File: src/rtl/vga_mix_pkg.sv
// vga_mix_pkg: shared colour types, palette constants and layer config record for the mixer
package vga_mix_pkg;
   localparam int COLOR_W = 3;
   localparam int LAYERS  = 4;

   typedef logic [COLOR_W-1:0] color_t;

   localparam color_t BLACK   = 3'b000;
   localparam color_t RED     = 3'b100;
   localparam color_t GREEN   = 3'b010;
   localparam color_t BLUE    = 3'b001;
   localparam color_t YELLOW  = 3'b110;
   localparam color_t MAGENTA = 3'b101;
   localparam color_t CYAN    = 3'b011;
   localparam color_t WHITE   = 3'b111;

   typedef struct packed {
      logic [LAYERS-1:0] enable;
      logic [LAYERS-1:0] blink;
      color_t            bg;
   } cfg_t;

   localparam cfg_t CFG_RST = '{enable: '1, blink: '0, bg: BLACK};
endpackage

File: src/rtl/mix_frame_timer.sv
// mix_frame_timer: frame tick from vsync falling edge, blink phase and flash duration counters
module mix_frame_timer #(
   parameter int BLINK_FRAMES = 30,
   parameter int FLASH_FRAMES = 20
) (
   input  logic clk,
   input  logic rst,
   input  logic vsync_in,
   input  logic flash_req,
   output logic frame_tick,
   output logic blink_phase,
   output logic flashing
);
   localparam int BW = $clog2(BLINK_FRAMES + 1);
   localparam int FW = $clog2(FLASH_FRAMES + 2);

   logic          vs_prev_q, vs_prev_d;
   logic [BW-1:0] blink_cnt_q, blink_cnt_d;
   logic          blink_phase_q, blink_phase_d;
   logic [FW-1:0] flash_cnt_q, flash_cnt_d;
   logic          flashing_q, flashing_d;
   logic          blink_wrap, flash_load;

   assign frame_tick  = vs_prev_q & ~vsync_in;
   assign blink_phase = blink_phase_q;
   assign flashing    = flashing_q;

   always_comb begin
      vs_prev_d     = vsync_in;
      blink_wrap    = blink_cnt_q == BW'(BLINK_FRAMES - 1);
      blink_cnt_d   = frame_tick ? (blink_wrap ? '0 : blink_cnt_q + 1'b1) : blink_cnt_q;
      blink_phase_d = blink_phase_q ^ (frame_tick & blink_wrap);
      flash_load    = flash_req && FLASH_FRAMES != 0;
      // a reload always beats a coincident tick decrement
      flash_cnt_d   = flash_load ? FW'(FLASH_FRAMES)
                    : (frame_tick && flash_cnt_q != '0) ? flash_cnt_q - 1'b1 : flash_cnt_q;
      flashing_d    = flash_load | (flashing_q & (flash_cnt_q != '0));
   end

   always_ff @(posedge clk or posedge rst) begin
      if (rst) begin
         vs_prev_q     <= 1'b1;
         blink_cnt_q   <= '0;
         blink_phase_q <= 1'b0;
         flash_cnt_q   <= '0;
         flashing_q    <= 1'b0;
      end else begin
         vs_prev_q     <= vs_prev_d;
         blink_cnt_q   <= blink_cnt_d;
         blink_phase_q <= blink_phase_d;
         flash_cnt_q   <= flash_cnt_d;
         flashing_q    <= flashing_d;
      end
   end
endmodule

File: src/rtl/vga_layer_mixer.sv
// vga_layer_mixer: 2-stage fixed-priority layer compositor with frame-synchronous config,
// blink masks and full-screen flash
module vga_layer_mixer
   import vga_mix_pkg::*;
#(
   parameter int NUM_LAYERS   = LAYERS,
   parameter int COLOR_W      = vga_mix_pkg::COLOR_W,
   parameter int BLINK_FRAMES = 30,
   parameter int FLASH_FRAMES = 20
) (
   input  logic                          clk,
   input  logic                          rst,
   input  logic [NUM_LAYERS*COLOR_W-1:0] layer_color,
   input  logic [9:0]                    x_in,
   input  logic [9:0]                    y_in,
   input  logic                          hsync_in,
   input  logic                          vsync_in,
   input  logic                          cfg_valid,
   output logic                          cfg_ready,
   input  logic [NUM_LAYERS-1:0]         cfg_enable,
   input  logic [NUM_LAYERS-1:0]         cfg_blink,
   input  logic [COLOR_W-1:0]            cfg_bg,
   input  logic                          flash_req,
   output logic [COLOR_W-1:0]            color_out,
   output logic                          hsync_out,
   output logic                          vsync_out,
   output logic [9:0]                    x_out,
   output logic [9:0]                    y_out,
   output logic                          flashing
);
   logic [NUM_LAYERS*COLOR_W-1:0] lc1_q, lc1_d;
   logic [9:0]                    x1_q, x1_d, y1_q, y1_d, x2_q, x2_d, y2_q, y2_d;
   logic                          hs1_q, hs1_d, vs1_q, vs1_d, hs2_q, hs2_d, vs2_q, vs2_d;
   logic [COLOR_W-1:0]            color_q, color_d;
   cfg_t                          active_q, active_d, shadow_q, shadow_d;
   logic                          pending_q, pending_d;
   logic                          frame_tick, blink_phase;

   mix_frame_timer #(
      .BLINK_FRAMES(BLINK_FRAMES),
      .FLASH_FRAMES(FLASH_FRAMES)
   ) u_timer (
      .clk        (clk),
      .rst        (rst),
      .vsync_in   (vsync_in),
      .flash_req  (flash_req),
      .frame_tick (frame_tick),
      .blink_phase(blink_phase),
      .flashing   (flashing)
   );

   // priority chain: each layer passes through the result of the layers behind it
   for (genvar i = 0; i < NUM_LAYERS; i++) begin : g_layer
      logic [COLOR_W-1:0] c, s;
      logic               v;
      assign c = lc1_q[i*COLOR_W +: COLOR_W];
      assign v = active_q.enable[i] && c != '0 && !(active_q.blink[i] && blink_phase);
      if (i == NUM_LAYERS - 1) begin : g_last
         assign s = v ? c : active_q.bg;
      end else begin : g_mid
         assign s = v ? c : g_layer[i+1].s;
      end
   end

   always_comb begin
      lc1_d     = layer_color;
      x1_d      = x_in;
      y1_d      = y_in;
      hs1_d     = hsync_in;
      vs1_d     = vsync_in;
      color_d   = flashing ? ~g_layer[0].s : g_layer[0].s;
      x2_d      = x1_q;
      y2_d      = y1_q;
      hs2_d     = hs1_q;
      vs2_d     = vs1_q;
      active_d  = active_q;
      shadow_d  = shadow_q;
      pending_d = pending_q;
      if (frame_tick && pending_q) begin
         active_d  = shadow_q;
         pending_d = 1'b0;
      end else if (cfg_valid && !pending_q) begin
         shadow_d  = '{enable: cfg_enable, blink: cfg_blink, bg: cfg_bg};
         pending_d = 1'b1;
      end
   end

   always_ff @(posedge clk or posedge rst) begin
      if (rst) begin
         lc1_q     <= '0;
         x1_q      <= '0;
         y1_q      <= '0;
         hs1_q     <= 1'b1;
         vs1_q     <= 1'b1;
         color_q   <= '0;
         x2_q      <= '0;
         y2_q      <= '0;
         hs2_q     <= 1'b1;
         vs2_q     <= 1'b1;
         active_q  <= CFG_RST;
         shadow_q  <= CFG_RST;
         pending_q <= 1'b0;
      end else begin
         lc1_q     <= lc1_d;
         x1_q      <= x1_d;
         y1_q      <= y1_d;
         hs1_q     <= hs1_d;
         vs1_q     <= vs1_d;
         color_q   <= color_d;
         x2_q      <= x2_d;
         y2_q      <= y2_d;
         hs2_q     <= hs2_d;
         vs2_q     <= vs2_d;
         active_q  <= active_d;
         shadow_q  <= shadow_d;
         pending_q <= pending_d;
      end
   end

   assign cfg_ready = !pending_q;
   assign color_out = color_q;
   assign x_out     = x2_q;
   assign y_out     = y2_q;
   assign hsync_out = hs2_q;
   assign vsync_out = vs2_q;
endmodule

File: config.mk
export PLATFORM = sky130hd
export DESIGN_NAME = vga_layer_mixer
export DESIGN_NICKNAME = d
export VERILOG_FILES = /design/src/rtl/vga_mix_pkg.sv /design/src/rtl/mix_frame_timer.sv /design/src/rtl/vga_layer_mixer.sv
export SDC_FILE = /design/constraint.sdc
export NUM_CORES = 1
export LEC_CHECK = 0
export CAP_MARGIN = 20
export CELL_PAD_IN_SITES_DETAIL_PLACEMENT = 1
export CELL_PAD_IN_SITES_GLOBAL_PLACEMENT = 1
export CORE_MARGIN = 2
export CORE_UTILIZATION = 40
export CTS_CLUSTER_SIZE = 40
export DETAILED_ROUTE_END_ITERATION = 10
export PLACE_DENSITY = 0.88
export SLEW_MARGIN = 20
export SYNTH_ARGS = -nofsm -noshare
export SYNTH_HDL_FRONTEND = slang
export SYNTH_SLANG_ARGS = --single-unit
File: constraint.sdc
create_clock -name clk -period 4.83 [get_ports clk]
set_input_delay 1.449 -clock clk [delete_from_list [all_inputs] [get_ports clk]]
set_output_delay 1.449 -clock clk [all_outputs]
set_load 0.02 [all_outputs]
Yosys cells after proc, flatten, opt, wreduce, memory -nomap -nowiden

Cells that the tools add are included.

Word-level logic and storage cells: 70
Output and inout bits: 27
Register bits after elaboration: 94

Mux-type cells: 10
Equal/unequal tests: 1
Bitwise gates (word level): 8
$add $sub $neg: 2
Reduce and logical (&&, ||, !) cells: 28

Operators by type and width:

| cell                  | number |
|---|---|
| $logic_and A1 B1 Y1   | 15 |
| $mux W3               | 5 |
| $mux W5               | 3 |
| $reduce_bool A3 Y1    | 4 |
| $add A5 B1 Y5 const B | 1 |
| $eq A5 B5 Y1 const B  | 1 |
| $logic_not A1 Y1      | 5 |
| $reduce_bool A5 Y1    | 1 |
| $sub A5 B1 Y5 const B | 1 |
| $reduce_bool A2 Y1    | 2 |
| $and A1 B1 Y1         | 3 |
| $not A3 Y3            | 1 |
| $mux W1               | 2 |
| $not A1 Y1            | 2 |
| $reduce_and A2 Y1     | 1 |
| $or A1 B1 Y1          | 1 |
| $xor A1 B1 Y1         | 1 |

Depth between registers and ports, before layout

Gate-level depths: netlist of the first run.

Word-level depth: 9
Depth in mapped cells: 8

Modules after synthesis

From an unflattened synthesis of the first run, not the netlist that was laid out.

Cell total of the unflattened synthesis: 223
Area total of the unflattened synthesis: 3319.4 µm²

Modules (own cells, without submodules):

| module          | area an instance (µm²) | cells each | times used |
|---|---|---|---|
| vga_layer_mixer | 2676.3                 | 160        | 1 |
| mix_frame_timer | 643.1                  | 63         | 1 |

Least setup slack after synthesis of the first run

No wires, ideal clock.

Path kind: input to register
Start point: in cfg_valid
End point: reg shadow_q[0] in the netlist's numbering
Data required time: 4.705 ns
Path slack: 2.395 ns
Arrival time: 2.310 ns
Cell stages on the path: 3
Setup time: 0.125 ns
Cells stage by stage: nor2b_1 buf_1 mux2_2

Word-level cells in the longest chain between the ends: 2

RTL lines:

| what                        | RTL line               | text |
|---|---|---|
| start, declared             | vga_layer_mixer.sv:18  | `input logic cfg_valid,` |
| $logic_and A1 B1 Y1         | vga_layer_mixer.sv:82  | `end else if (cfg_valid && !pending_q) begin` |
| $reduce_and A2 Y1 (no line) | --                     |  |
| end signal, assigned        | vga_layer_mixer.sv:115 | `shadow_q <= shadow_d;` |
| end, declared               | vga_layer_mixer.sv:35  | `cfg_t active_q, active_d, shadow_q, shadow_d;` |

Every way passes these cells.
A chain may end at the register's enable or synchronous reset.

Worst setup path after layout of the first run

Start point: reg u_timer.flashing_q (netlist: u_timer.flashing)
End point: out flashing

RTL lines:

| what                   | RTL line              | text |
|---|---|---|
| start, declared        | mix_frame_timer.sv:21 | `logic flashing_q, flashing_d;` |
| start signal, assigned | mix_frame_timer.sv:52 | `flashing_q <= flashing_d;` |
| end, declared          | vga_layer_mixer.sv:29 | `output logic flashing` |

No word-level cell between the ends.

==> flow_metrics.env, run 1 <==
export IMPL_cts_buffer_depth=2
export IMPL_crit_chain="clkdlybuf4s50_1"
export IMPL_arrival_ns=1.62
export IMPL_cts_buffers=9
export IMPL_synthArstFlopShare_pct=100.0
export IMPL_grt_pass1_vias=2218
export IMPL_netlist_area_leader_share_pct=63.39
export IMPL_yosysUniqueCellTypes=39
export IMPL_status="finished, final reports clean"
export IMPL_synth_nets=268
export IMPL_start_util_pct=41.67
export IMPL_cap_violations=0
export IMPL_required_ns=3.38
export IMPL_cp_end_kind="output port"
export IMPL_path_class="reg2out"
export IMPL_final_cell_mix="dfrtp_1 (82), clkdlybuf4s50_1 (75), mux2_2 (22)"
export IMPL_rows=32
export IMPL_power_density_nw_per_um2=440.8
export IMPL_cts_sinks=94
export IMPL_hold_class="reg2reg"
export IMPL_critPathMaxFanout=9
export IMPL_critical_path_buf_inv_count=1
export IMPL_drive_above_1_share_pct=19.47
export IMPL_htreeDepth=3
export IMPL_finClkSkew_ns=0.009774
export IMPL_grt_use_total_pct=15.87
export IMPL_synth_cells=216
export IMPL_clock_fmax_ghz=0.3259
export IMPL_yosys_area_top_type="dfrtp_1"
export IMPL_design_die_area_um2=8828
export IMPL_finalCritPeriodShare_pct=63.53
export IMPL_finalWirelength_um=6270
export IMPL_hpwlAfterDp_um=4639
export IMPL_grt_max_degree=56
export IMPL_cp_startpoint="u_timer.flashing"
export IMPL_cts_hold_buf=0
export IMPL_final_common_cell="dfrtp_1"
export IMPL_clk_pin_slew_ns=0.10
export IMPL_ir_drop_uv=248.6
export IMPL_grt_ovfl_total=0
export IMPL_hold_viol_final=0
export IMPL_synth_edf_count=0
export IMPL_gp_congestion=0.7346
export IMPL_antenna_cells=0
export IMPL_dieWidth_um=93.96
export IMPL_ant_nets=0
export IMPL_post_drt_via_cell_ratio=4.943
export IMPL_cp_start_kind="flop"
export IMPL_wl_per_cell_um=15.48
export IMPL_regToRegStartpoint="u_timer.vs_prev_q"
export IMPL_max_stage_delay_ns=0.68
export IMPL_netlist_area_um2=3237
export IMPL_drc=0
export IMPL_cts_repair_resized=0
export IMPL_cts_tree="done"
export IMPL_portBuffers=75
export IMPL_crit_slowest_cell="clkdlybuf4s50_1"
export IMPL_cp_top_family="buffers and inverters"
export IMPL_hold_path_startpoint="y1_q[1]"
export IMPL_p_leak_nw=1.788
export IMPL_avgSynthCellArea_um2=14.99
export IMPL_ys_flop_type="dfrtp_1"
export IMPL_place_ws_ns=1.521
export IMPL_finalSetupViolCount=0
export IMPL_yosys_warnings=0
export IMPL_io_pins=76
export IMPL_antenna_found_initial=0
export IMPL_rsz0062_at_grt="false"
export IMPL_synth_sequential_area_ratio_pct=73.13
export IMPL_chipHeight_um=93.96
export IMPL_grt_pass1_wl_um=10520
export IMPL_dr_pass1_iters=2
export IMPL_clock_latency_ns=0.36
export IMPL_fin_setup_tns_ns=0
export IMPL_drtIter0Drc=78
export IMPL_area_growth_pct=32.86
export IMPL_root_buffer="clkbuf_8"
export IMPL_dr_total_vias=2002
export IMPL_slew_headroom_pct=40.81
export IMPL_min_period_ns=3.069
export IMPL_ys_seq_elements=94
export IMPL_core_um2=7767
export IMPL_fin_ws_ns=1.761
export IMPL_nets=350
export IMPL_post_cts_buffers=0
export IMPL_worstMarginPinSlew_ns=0.8860
export IMPL_synth_area_top_cells="dfrtp_1 (63%), dfstp_2 (9.7%), mux2_2 (7.7%), a21bo_2 (1.5%), o21ai_0 (1.4%)"
export IMPL_slew_viol_final=0
[layout make-up]
type,instances,area (µm²)
fill,776,3467
sequential,94,2367
multi-input combinational,111,818.3
timing repair buffer,77,765.7
tap,102,127.6
clock buffer,9,123.9
clock inverter,7,77.57
inverter,5,20.02
[metrics by stage]
stage / power [mW] / utilization (%) / instance area, µm² / hold WS, ns / cells
detailed placement: 1.408 / 52.77 / 4099 / 0.3358 / 389
global placement: 1.374 / 52.77 / 4099 / 0.3314 / 389
global route: 2.003 / 55.36 / 4300 / 0.3650 / 405
finish: 1.895 / 55.36 / 4300 / 0.3562 / 405
floorplan: 1.247 / - / 3237 / 0.3312 / 216
CTS: 1.924 / 55.36 / 4300 / 0.3601 / 405
[worst paths after layout]
check                           slack [ns]     endpoint  depth (start not counted)
worst max-delay path                  1.76     flashing                          1
worst min-delay path                  0.36     y_out[1]                          0
worst max register to register        2.85  active_q[1]                          3
worst min register to register        0.36     y_out[1]                          0
max in group asynchronous             2.79  active_q[3]                          3
min in group asynchronous             1.51      y1_q[6]                          3
[sequential cells by signal, indices dropped and copies added, names as in the netlist]
register and cells:
active_q 11, color_out 3, hs1_q 1, hsync_out 1, lc1_q 12, pending_q 1, shadow_q 11, u_timer.blink_cnt_q 5
u_timer.blink_phase 1, u_timer.flash_cnt_q 5, u_timer.flashing 1, u_timer.vs_prev_q 1, vsync_out 1, x1_q 10, x_out 10, y1_q 10
y_out 10
[layer usage]
| metal | global-route usage [%] | vias to the layer above | part of all wire [%] |
|---|---|---|---|
| met5 | 0 | - | 0 |
| met3 | 8.347 | 11 | 8.4 |
| met2 | 27.74 | 63 | 53 |
| met4 | 5.072 | 0 | 1.6 |
| met1 | 16.33 | 1017 | 37 |
| li1 | - | 911 | - |
[synth_stat cells, types with 4 or more instances]
cell type	instances
mux2_2	22
nor2_1	11
nor3_1	8
a21bo_2	5
inv_1	5
dfrtp_1	82
xnor2_1	4
o21ai_0	9
dfstp_2	12
a21boi_0	4
nand2_1	11
[power by group]
part | internal (mW) | switching (mW)
Sequential | 0.924 | 0.0803
Clock | 0.206 | 0.300
Combinational | 0.214 | 0.171
[cells by family (layout without fill, tap and decap cells)]
kind of cell / Yosys count / count (layout) / synth area share, %
adders and majority gates: 3 / 3 / 1.160
buffers and inverters: 11 / 98 / 1.585
DFF: 94 / 94 / 73.13
xor gates and xnor gates: 6 / 6 / 1.623
AOI/OAI and AO/OA: 35 / 35 / 8.079
muxes: 22 / 22 / 7.654
and+or+nand+nor: 45 / 45 / 6.765
(Power assumes the default switching activity.)
==> inputs of run 2 (changes only) <==
==> constraint.sdc (replaced) <==
create_clock -name clk -period 2.92 [get_ports clk]
set_input_delay 0.876 -clock clk [delete_from_list [all_inputs] [get_ports clk]]
set_output_delay 0.876 -clock clk [all_outputs]
set_load 0.02 [all_outputs]
==> flow_metrics.env, run 2 (synthesis results as in run 1) <==
export IMPL_status="finished, final reports clean"
export IMPL_pwr_share_seq_pct=53.9
export IMPL_drc=0
export IMPL_path_class="reg2out"
export IMPL_top_register="lc1_q"
export IMPL_cts_buffer_depth=2
export IMPL_r2r_slack_ns=1.05
export IMPL_grt_max_degree=95
export IMPL_hpwlAfterDp_um=4562
export IMPL_arrival_ns=1.49
export IMPL_cts_repair_resized=0
export IMPL_nets=352
export IMPL_start_util_pct=41.67
export IMPL_power_density_nw_per_um2=716.9
export IMPL_grt_ovfl_total=0
export IMPL_rows=32
export IMPL_critPathMaxFanout=1
export IMPL_finalCritPeriodShare_pct=80.93
export IMPL_cp_top_family="buffers and inverters"
export IMPL_post_cts_buffers=0
export IMPL_final_cell_mix="dfrtp_1 (82), clkdlybuf4s50_1 (75), mux2_2 (22)"
export IMPL_ant_nets=0
export IMPL_gp_congestion=0.7585
export IMPL_antenna_cells=0
export IMPL_htreeDepth=3
export IMPL_multiInputGateArea_um2=818.3
export IMPL_seq_area_um2=2367
export IMPL_post_drt_via_cell_ratio=4.958
export IMPL_clock_fmax_ghz=0.4231
export IMPL_dr_pass1_iters=4
export IMPL_fin_cells=407
export IMPL_min_period_ns=2.363
export IMPL_largest_reg_flops=12
export IMPL_slew_viol_final=0
export IMPL_fin_setup_tns_ns=0
export IMPL_cts_hold_buf=0
export IMPL_crit_slowest_cell="clkdlybuf4s50_1"
export IMPL_grt_use_total_pct=16.29
export IMPL_critical_path_buf_inv_count=1
export IMPL_hold_viol_final=0
export IMPL_clkPwrFrac_pct=25.0
export IMPL_wl_per_cell_um=16.14
export IMPL_crit_chain="clkdlybuf4s50_1"
export IMPL_core_um2=7767
export IMPL_p_comb_share_pct=21.1
export IMPL_cap_violations=0
export IMPL_p_leak_nw=1.779
export IMPL_max_stage_delay_ns=0.61
export IMPL_slew_headroom_pct=66.86
export IMPL_place_inst=391
export IMPL_cp_start_kind="flop"
export IMPL_clk_pin_slew_ns=0.09
export IMPL_drtIter0Drc=106
export IMPL_root_buffer="clkbuf_8"
export IMPL_finalSetupViolCount=0
export IMPL_internal_power_mw=2.203
export IMPL_finalWirelength_um=6571
export IMPL_cts_buffers=9
export IMPL_required_ns=2.04
export IMPL_swShare_pct=28.59
export IMPL_dieWidth_um=93.96
export IMPL_antenna_found_initial=0
export IMPL_chipHeight_um=93.96
export IMPL_portBuffers=75
export IMPL_fill_cells=775
export IMPL_hold_class="reg2reg"
export IMPL_top_regs="lc1_q: 12 flops, active_q: 11 flops, shadow_q: 11 flops"
export IMPL_final_common_cell="dfrtp_1"
export IMPL_design_die_area_um2=8828
export IMPL_rsz0062_at_grt="false"
export IMPL_grt_pass1_wl_um=10770
export IMPL_clock_latency_ns=0.35
export IMPL_cts_sinks=94
export IMPL_cp_end_kind="output port"
export IMPL_drive_above_1_share_pct=19.67
export IMPL_io_pins=76
export IMPL_dr_total_vias=2018
export IMPL_finClkSkew_ns=0.003933
export IMPL_grt_pass1_vias=2205
export IMPL_area_growth_pct=32.93
export IMPL_ir_drop_uv=385.3
export IMPL_worstMarginPinSlew_ns=0.4959
export IMPL_cts_tree="done"
export IMPL_switchingPower_mw=0.8820
run 2: cell types whose count changed in the layout (fill, tap and decap cells not counted), sizes merged:
cell / previous run / this run
clkinv: 4 / 2
buf: 2 / 4
inv: 8 / 6
clkinvlp: 0 / 3
clkbuf: 9 / 10
run 2: power groups by stage:
stage / sequential (mW) / combinational (mW) / clock [mW]
after floorplan: 1.68 / 0.382 / 0
final: 1.66 / 0.650 / 0.771
after global routing: 1.69 / 0.711 / 0.855
after detailed placement: 1.69 / 0.642 / 0
after CTS: 1.67 / 0.657 / 0.797
after global placement: 1.67 / 0.613 / 0
run 2: final cells by class:
class / instances / share of cell area (%)
clock buffers: 10 / 2.966
clock inverters: 6 / 1.076
well taps: 102 / 2.966
inverters: 5 / 0.5234
repair buffers: 79 / 18.44
flip-flops and latches: 94 / 55.02
multi-input cells: 111 / 19.02
run 2: stage by stage:
stage               worst slack (ns)  hold slack (ns)  util [%]  power, mW  cell area, µm²
floorplan                     0.9481           0.3312         -      2.062            3241
global placement              0.5842           0.3314     53.16      2.280            4129
detailed placement            0.5206           0.3358     53.16      2.330            4129
CTS                           0.5182           0.3573     55.40      3.120            4303
global route                  0.4873           0.3606     55.40      3.257            4303
finish                        0.5568           0.3551     55.40      3.085            4303
run 2: final timing paths:
| path | from | endpoint | cells after the start |
|---|---|---|---|
| max | hsync_out | hsync_out | 1 |
| max in group asynchronous | rst | u_timer.vs_prev_q | 3 |
| min | y1_q[3] | y_out[3] | 0 |
| max reg2reg | u_timer.flash_cnt_q[0] | u_timer.flash_cnt_q[2] | 7 |
| min reg2reg | y1_q[3] | y_out[3] | 0 |
| min in group asynchronous | rst | x1_q[9] | 3 |
run 2: routing by layer:
layer	up-vias	wire length, µm	track usage [%]
met4	0	100	6.884
li1	914	-	-
met1	1037	2628	18.50
met3	11	479	6.180
met5	-	0	0
met2	56	3361	27.50
==> inputs of run 3 (changes only) <==
--- a/config.mk
+++ b/config.mk
@@ -9,10 +9,10 @@
 export CELL_PAD_IN_SITES_DETAIL_PLACEMENT = 1
 export CELL_PAD_IN_SITES_GLOBAL_PLACEMENT = 1
 export CORE_MARGIN = 2
-export CORE_UTILIZATION = 40
+export CORE_UTILIZATION = 36
 export CTS_CLUSTER_SIZE = 40
 export DETAILED_ROUTE_END_ITERATION = 10
-export PLACE_DENSITY = 0.88
+export PLACE_DENSITY = 0.84
 export SLEW_MARGIN = 20
 export SYNTH_ARGS = -nofsm -noshare
 export SYNTH_HDL_FRONTEND = slang
==> constraint.sdc (replaced) <==
create_clock -name clk -period 2 [get_ports clk]
set_input_delay 0.6 -clock clk [delete_from_list [all_inputs] [get_ports clk]]
set_output_delay 0.6 -clock clk [all_outputs]
set_load 0.02 [all_outputs]
==> flow_metrics.env, run 3 (synthesis results as in run 1) <==
export IMPL_cp_top_family="buffers and inverters"
export IMPL_critPathMaxFanout=1
export IMPL_grt_use_total_pct=14.81
export IMPL_design_die_area_um2=9765
export IMPL_start_util_pct=37.12
export IMPL_crit_slowest_cell="clkdlybuf4s50_1"
export IMPL_required_ns=1.40
export IMPL_pwr_share_seq_pct=51.1
export IMPL_cts_buffer_depth=2
export IMPL_rsz0062_at_grt="false"
export IMPL_final_area_um2=4388
export IMPL_p_comb_share_pct=20.0
export IMPL_wl_per_cell_um=15.63
export IMPL_post_drt_via_cell_ratio=4.815
export IMPL_drtIter0Drc=92
export IMPL_chipHeight_um=98.82
export IMPL_cts_sinks=94
export IMPL_nets=355
export IMPL_finalWirelength_um=6503
export IMPL_clock_fmax_ghz=0.5205
export IMPL_hold_class="reg2reg"
export IMPL_top_register="lc1_q"
export IMPL_slew_viol_final=0
export IMPL_finClkSkew_ns=0.01003
export IMPL_core_um2=8721
export IMPL_largest_reg_flops=12
export IMPL_ir_drop_uv=519.5
export IMPL_min_period_ns=1.921
export IMPL_critical_path_buf_inv_count=1
export IMPL_path_class="reg2out"
export IMPL_rows=34
export IMPL_finalSetupViolCount=0
export IMPL_cts_tree="done"
export IMPL_p_leak_nw=1.825
export IMPL_dieWidth_um=98.82
export IMPL_gp_congestion=0.8239
export IMPL_status="finished, final reports clean"
export IMPL_drc=0
export IMPL_dr_pass1_iters=4
export IMPL_grt_max_degree=95
export IMPL_cp_start_kind="flop"
export IMPL_grt_pass1_vias=2254
export IMPL_cts_repair_resized=3
export IMPL_ant_nets=0
export IMPL_arrival_ns=1.32
export IMPL_clkPwrFrac_pct=28.9
export IMPL_cap_violations=0
export IMPL_final_cell_mix="dfrtp_1 (82), clkdlybuf4s50_1 (72), mux2_2 (22)"
export IMPL_hold_viol_final=0
export IMPL_cts_buffers=9
export IMPL_hpwlAfterDp_um=4604
export IMPL_switchingPower_mw=1.258
export IMPL_crit_chain="clkdlybuf4s50_1"
export IMPL_dr_total_vias=2003
export IMPL_internal_power_mw=3.471
export IMPL_antenna_found_initial=0
export IMPL_finalCritPeriodShare_pct=96.06
export IMPL_post_dp_cell_area_um2=4172
export IMPL_portBuffers=75
export IMPL_htreeDepth=3
export IMPL_area_growth_pct=35.56
export IMPL_io_pins=76
export IMPL_final_common_cell="dfrtp_1"
export IMPL_clk_pin_slew_ns=0.09
export IMPL_grt_pass1_wl_um=11250
export IMPL_antenna_cells=0
export IMPL_top_regs="lc1_q: 12 flops, active_q: 11 flops, shadow_q: 11 flops"
export IMPL_worstMarginPinSlew_ns=0.4699
export IMPL_root_buffer="clkbuf_8"
export IMPL_slew_headroom_pct=68.67
export IMPL_cp_end_kind="output port"
export IMPL_clock_latency_ns=0.35
export IMPL_grt_ovfl_total=0
export IMPL_max_stage_delay_ns=0.63
export IMPL_cts_hold_buf=0
export IMPL_swShare_pct=26.60
export IMPL_post_cts_buffers=0
export IMPL_power_density_nw_per_um2=1078
export IMPL_hold_worst_slack_ns=0.3548
export IMPL_drive_above_1_share_pct=20.45
run 3: path summary, 6_finish.rpt:
path / end / cells past startpoint / slack [ns] / startpoint
setup / recovery: x_out[7] / 1 / 0.08 / x_out[7]
hold / removal: x_out[1] / 0 / 0.35 / x1_q[1]
setup reg to reg: u_timer.flash_cnt_q[2] / 7 / 0.20 / u_timer.flash_cnt_q[0]
hold reg to reg: x_out[1] / 0 / 0.35 / x1_q[1]
max in group asynchronous: active_q[10] / 3 / 0.87 / rst
min in group asynchronous: x_out[8] / 3 / 0.74 / rst
run 3: power by group through the flow:
stage / Clock, mW / Combinational (mW) / Sequential, mW
floorplan: 0 / 0.558 / 2.45
global placement: 0 / 0.909 / 2.43
detailed placement: 0 / 0.952 / 2.45
CTS: 1.42 / 0.965 / 2.42
global route: 1.51 / 1.06 / 2.46
finish: 1.37 / 0.948 / 2.42
run 3: final cells by class:
cell class                 instances  area, µm²
fill                             837       4333
clock buffer                      10      127.6
tap                              108      135.1
clock inverter                     6      92.59
multi-input combinational        111      818.3
timing repair buffer              82      824.5
sequential                        94       2367
inverter                           5      22.52
run 3: worst register-to-register path, delay by kind of cell, from the launching register on:
family	cells	cell delay (ns)
xor+xnor	1	0.15
fa+ha+maj	1	0.19
buf+inv	1	0.06
flops	1	0.41
simple gates	4	0.89
run 3: per-stage QoR:
step	util (%)	power (mW)	std cells	TNS (ns)	setup WS (ns)
2_1_floorplan	-	3.011	216	0	0.2930
3_3_place_gp	47.83	3.342	400	0	0.01477
3_5_place_dp	47.83	3.407	400	-0.005725	-0.005725
4_1_cts	50.32	4.805	416	0	0.03648
5_1_grt	50.32	5.035	416	0	0.01363
6_report	50.32	4.729	416	0	0.07881
run 3: metal layers:
layer / part of all wire, % / up-vias / global-route usage [%]
met3: 8.4 / 9 / 7.305
li1: - / 919 / -
met5: 0 / - / 0
met4: 1.2 / 0 / 4.110
met2: 52 / 61 / 24.90
met1: 39 / 1014 / 16.79
